===== config.mk =====
export PLATFORM = sky130hd
export DESIGN_NAME = execute_stage_pipe
export DESIGN_NICKNAME = d
export VERILOG_FILES = /design/src/rtl/execute_stage_pipe.sv
export SDC_FILE = /design/constraint.sdc
export NUM_CORES = 1
export LEC_CHECK = 0
export CAP_MARGIN = 20
export CORE_MARGIN = 2
export CORE_UTILIZATION = 30
export DETAILED_ROUTE_END_ITERATION = 16
export GPL_TIMING_DRIVEN = 0
export SYNTH_ARGS = -nofsm -noshare
export SYNTH_HDL_FRONTEND = slang
export SYNTH_SLANG_ARGS = --single-unit

===== constraint.sdc =====
create_clock -name clk -period 9.68 [get_ports clk]
set_input_delay 1.452 -clock clk [delete_from_list [all_inputs] [get_ports clk]]
set_output_delay 1.452 -clock clk [all_outputs]
set_load 0.01 [all_outputs]

===== src/rtl/execute_stage_pipe.sv =====
// Execute stage: single-cycle ALU with a multi-cycle multiplier and a one-entry
// valid/ready output register feeding the memory stage.
module execute_stage_pipe #(
  parameter int WIDTH      = 16,
  parameter int MUL_CYCLES = 4
) (
  input  logic             clk,
  input  logic             rst,
  input  logic             flush,
  input  logic             in_valid,
  output logic             in_ready,
  input  logic [2:0]       ALUop,
  input  logic [WIDTH-1:0] srcA,
  input  logic [WIDTH-1:0] srcB,
  input  logic             am,
  input  logic             wbs,
  input  logic             wme,
  input  logic             wm,
  input  logic             ni,
  input  logic [1:0]       mm,
  output logic             out_valid,
  input  logic             out_ready,
  output logic [WIDTH-1:0] ALUresult_out,
  output logic [WIDTH-1:0] memData_out,
  output logic             wbs_out,
  output logic             wme_out,
  output logic             wm_out,
  output logic             ni_out,
  output logic [1:0]       mm_out,
  output logic             flagN,
  output logic             flagZ
);

  localparam int SHW = $clog2(WIDTH);
  localparam int CW  = (MUL_CYCLES > 1) ? $clog2(MUL_CYCLES) : 1;
  localparam logic [CW-1:0] CNT_INIT = CW'(MUL_CYCLES - 1);

  localparam logic [2:0] OP_ADD = 3'b000;
  localparam logic [2:0] OP_SUB = 3'b001;
  localparam logic [2:0] OP_AND = 3'b010;
  localparam logic [2:0] OP_OR  = 3'b011;
  localparam logic [2:0] OP_XOR = 3'b100;
  localparam logic [2:0] OP_SLL = 3'b101;
  localparam logic [2:0] OP_SRL = 3'b110;
  localparam logic [2:0] OP_MUL = 3'b111;

  typedef enum logic {
    IDLE,
    MUL_BUSY
  } state_t;

  state_t          state;
  logic [CW-1:0]   cnt;

  logic [WIDTH-1:0] hold_a;
  logic [WIDTH-1:0] hold_b;
  logic             hold_am;
  logic             hold_wbs;
  logic             hold_wme;
  logic             hold_wm;
  logic             hold_ni;
  logic [1:0]       hold_mm;

  logic             accept;
  logic             multi_mul;
  logic             mul_done;
  logic             load_en;

  logic [2:0]       sel_op;
  logic [WIDTH-1:0] sel_a;
  logic [WIDTH-1:0] sel_b;
  logic             sel_am;
  logic             sel_wbs;
  logic             sel_wme;
  logic             sel_wm;
  logic             sel_ni;
  logic [1:0]       sel_mm;
  logic [WIDTH-1:0] result;

  assign in_ready  = !rst && (state == IDLE) && !flush && (!out_valid || out_ready);
  assign accept    = in_valid && in_ready;
  assign multi_mul = (ALUop == OP_MUL) && (MUL_CYCLES > 1);
  assign mul_done  = (state == MUL_BUSY) && (cnt == '0) && (!out_valid || out_ready);
  assign load_en   = (accept && !multi_mul) || mul_done;

  // While a multiply is in flight the captured operands drive the ALU.
  always_comb begin
    sel_op  = ALUop;
    sel_a   = srcA;
    sel_b   = srcB;
    sel_am  = am;
    sel_wbs = wbs;
    sel_wme = wme;
    sel_wm  = wm;
    sel_ni  = ni;
    sel_mm  = mm;
    if (state == MUL_BUSY) begin
      sel_op  = OP_MUL;
      sel_a   = hold_a;
      sel_b   = hold_b;
      sel_am  = hold_am;
      sel_wbs = hold_wbs;
      sel_wme = hold_wme;
      sel_wm  = hold_wm;
      sel_ni  = hold_ni;
      sel_mm  = hold_mm;
    end
  end

  always_comb begin
    result = '0;
    case (sel_op)
      OP_ADD:  result = sel_a + sel_b;
      OP_SUB:  result = sel_a - sel_b;
      OP_AND:  result = sel_a & sel_b;
      OP_OR:   result = sel_a | sel_b;
      OP_XOR:  result = sel_a ^ sel_b;
      OP_SLL:  result = sel_a << sel_b[SHW-1:0];
      OP_SRL:  result = sel_a >> sel_b[SHW-1:0];
      OP_MUL:  result = sel_a * sel_b;
      default: result = '0;
    endcase
  end

  // Flush only squashes valid/state; data outputs may keep stale values.
  always_ff @(posedge clk) begin
    if (rst) begin
      state         <= IDLE;
      cnt           <= '0;
      out_valid     <= 1'b0;
      ALUresult_out <= '0;
      memData_out   <= '0;
      wbs_out       <= 1'b0;
      wme_out       <= 1'b0;
      wm_out        <= 1'b0;
      ni_out        <= 1'b0;
      mm_out        <= 2'b00;
      flagN         <= 1'b0;
      flagZ         <= 1'b0;
      hold_a        <= '0;
      hold_b        <= '0;
      hold_am       <= 1'b0;
      hold_wbs      <= 1'b0;
      hold_wme      <= 1'b0;
      hold_wm       <= 1'b0;
      hold_ni       <= 1'b0;
      hold_mm       <= 2'b00;
    end else if (flush) begin
      state     <= IDLE;
      cnt       <= '0;
      out_valid <= 1'b0;
    end else begin
      if (load_en) begin
        out_valid     <= 1'b1;
        ALUresult_out <= result;
        memData_out   <= sel_am ? sel_b : '0;
        wbs_out       <= sel_wbs;
        wme_out       <= sel_wme;
        wm_out        <= sel_wm;
        ni_out        <= sel_ni;
        mm_out        <= sel_mm;
        flagN         <= result[WIDTH-1];
        flagZ         <= (result == '0);
      end else if (out_valid && out_ready) begin
        out_valid <= 1'b0;
      end

      case (state)
        IDLE: begin
          if (accept && multi_mul) begin
            hold_a   <= srcA;
            hold_b   <= srcB;
            hold_am  <= am;
            hold_wbs <= wbs;
            hold_wme <= wme;
            hold_wm  <= wm;
            hold_ni  <= ni;
            hold_mm  <= mm;
            cnt      <= CNT_INIT;
            state    <= MUL_BUSY;
          end
        end
        MUL_BUSY: begin
          if (cnt != '0) begin
            cnt <= cnt - CW'(1);
          end else if (mul_done) begin
            state <= IDLE;
          end
        end
        default: state <= IDLE;
      endcase
    end
  end

endmodule


==> results.json <==
{
  "min_period_ns": 9.367,
  "first_pass_iters": 5,
  "synthCells": 1401,
  "cp.arrival_ns": 9.62,
  "io-pin-count": 89,
  "irDropWorstVdd_mv": 0.1671,
  "final_layout_size_suffix_gt1_share_pct": 5.508,
  "synth_flop_cell": "dfxtp_1",
  "p_leak_uw": 0.005155,
  "synth_area_leaders": "dfxtp_1 15%, fa_1 15%, ha_1 11%, nand2_1 7.3%, mux2i_1 5.8%",
  "total_power_uw": 2368,
  "grt_pass1_vias": 10640,
  "path_max_fanout": 10,
  "synth_mux_area_share_pct": 8.714,
  "yosysWarningCount": 0,
  "die_h_um": 193.6,
  "timing.final.crit_share_pct": 96.76,
  "maxCapViolCount": 0,
  "routedWlPerCell_um": 22.16,
  "synth.top_cell.area_share_pct": 15.22,
  "via_count": 10650,
  "cts.path.max_buffers": 2,
  "cts_made_buffers": 9,
  "drv_slew": 0,
  "worst_pin_slew_ns": 1.091,
  "antenna_left": 0,
  "grt_overflow": 0,
  "io_buffers": 86,
  "gp_congestion": 0.9972,
  "synth_nets": 1628,
  "finish.utilization_pct": 35.37,
  "end_kind": "register",
  "cts_root_buf": "clkbuf_16",
  "synth_top_family_by_area": "adder cells",
  "dpl.hpwl_um": 34720,
  "ys_ff_latch": 82,
  "diodes": 0,
  "postCtsHoldBufs": 0,
  "synth.avg_cell_area_um2": 7.697,
  "relSlewSlack_pct": 25.20,
  "fin_skew_ns": 0.01556,
  "synth_simple_gate_area_share_pct": 19.89,
  "netlist_area_um2": 10780,
  "clock_latency_ns": 0.36,
  "post-cts-setup-buffers": 0,
  "viasPerCell": 5.409,
  "drc": 0,
  "p_per_area_nw_per_um2": 188.7,
  "synthAdderAreaFrac_pct": 26.53,
  "ys_seq_area_share_pct": 15.22,
  "critPathLaunchType": "input pin",
  "clock-sinks": 82,
  "finalHoldViolations": 0,
  "grt_usage_pct": 23.06,
  "synth_compound_area_share_pct": 15.61,
  "syn2layout_area_growth_pct": 16.40,
  "worstSetupPathType": "input pin to register",
  "timing.fmax_mhz": 106.8,
  "grt_first_pass_wirelength_um": 65660,
  "min_path_type": "register to register",
  "core_um2": 35480,
  "die_w_um": 193.6,
  "synth_xor_area_share_pct": 5.245,
  "setup_tns_ns": 0,
  "synth_cell_types": 78,
  "grt_max_degree": 17,
  "drtIter0Drc": 917,
  "fp-row-count": 69,
  "status": "completed",
  "final_common_cell": "nand2_1",
  "final_cell_mix": "210 x nand2_1, 155 x nor2_1, 148 x inv_1, 114 x a21oi_1, 99 x ha_1",
  "wirelength_um": 43600,
  "htreeDepth": 3,
  "initial_core_util_pct": 30.39,
  "async_flop_share_pct": 0,
  "cts_tree": "yes",
  "cp.required_ns": 9.93,
  "synth_edf_count": 0,
  "synth_top_cell_by_area": "dfxtp_1",
  "clk_pin_slew_ns": 0.06,
  "final_nets": 1729,
  "finalSetupViolations": 0,
  "die-area_um2": 37480,
  "rsz0062_at_grt": "no",
  "antenna_found_initial": 0
}
worst paths after layout:
kind	start	endpoint	slack, ns	cells past startpoint
worst min register to register	hold_b[15]	hold_b[15]	0.46	2
worst max-delay path	srcB[2]	flagZ	0.31	23
worst max register to register	state	flagZ	1.00	24
worst min-delay path	hold_b[15]	hold_b[15]	0.46	2
flip-flops by register name, summed over array words and instances (netlist names), 2 cells and up:
register / cells
ALUresult_out: 16
hold_a: 16
hold_b: 16
memData_out: 16
cnt: 2
hold_mm: 2
mm_out: 2
area by class of cell:
class / count / area, um^2
Inverter: 159 / 596.8
Buffer: 79 / 356.6
Fill cell: 3803 / 22930
Multi-Input combinational cell: 1081 / 8209
Clock buffer: 9 / 225.2
Sequential cell: 82 / 1642
Clock inverter: 7 / 58.81
Timing Repair Buffer: 90 / 885.9
Tap cell: 461 / 576.8
power breakdown:
part,internal [uW],leakage [uW],switching [uW]
clock network,178,0.000138,157
registers,345,0.000663,5.00
logic,672,0.00435,1010
total,1200,0.00516,1170
timing repair:
item / CTS / global route
cloned: 0 / 0
hold endpoints to repair: 0 / 0
endpoints found under the setup margin: 2 / 2
gates resized for setup: 2 / 8
Yosys cell counts (12+ instances only):
cell type and instances:
fa_1 81, ha_1 99, clkbuf_1 57, o22ai_1 12
o21ai_0 31, dfxtp_1 82, a31oi_1 14, xnor2_1 51
inv_1 148, a21oi_1 114, nand2b_1 21, nor3_1 36
nand3_1 14, nor2_1 155, a211oi_1 19, mux2i_1 63
nand2_1 210
metrics by stage:
stage	instance area, um^2	setup slack (ns)	std cells	hold WS [ns]
4_1_cts	12540	0.01865	1967	0.4591
2_1_floorplan	10780	2.112	1401	0.4329
3_3_place_gp	12220	-0.6149	1948	0.4391
5_1_grt	12550	0.1977	1968	0.4744
6_report	12550	0.3134	1968	0.4582
3_5_place_dp	12250	-0.6746	1951	0.4483
worst max-delay path, cell delays in order:
cell and delay [ns]:
clkdlybuf4s50_1 0.60, mux2i_2 0.61, clkbuf_1 0.58, clkbuf_2 0.48
nor2_1 0.12, fa_1 0.52, inv_1 0.06, fa_1 0.53
inv_1 0.04, ha_1 0.19, fa_1 0.48, fa_1 0.54
inv_1 0.06, fa_1 0.48, inv_1 0.04, ha_1 0.19
or3_1 0.35, o41ai_1 0.66, xnor2_1 0.26, a2111oi_2 0.67
a21oi_1 0.17, or2_2 0.32, o41ai_2 0.20
layer usage:
metal | global-route usage (%) | up-vias | share of wire (%)
li1 | - | 4892 | -
met1 | 30.03 | 5136 | 42
met2 | 36.56 | 507 | 44
met3 | 4.097 | 110 | 7.6
met4 | 11.85 | 0 | 5.6
met5 | 0 | - | 0
cell families (layout without fill, tap and decap cells):
kind of cell    after synthesis  count (layout)
mux                          83              83
simple gates                489             489
xor+xnor                     63              63
fa+ha+maj                   180             180
flops                        82              82
buf+inv                     238             344
compound gates              266             266
(Power assumes the default switching activity.)
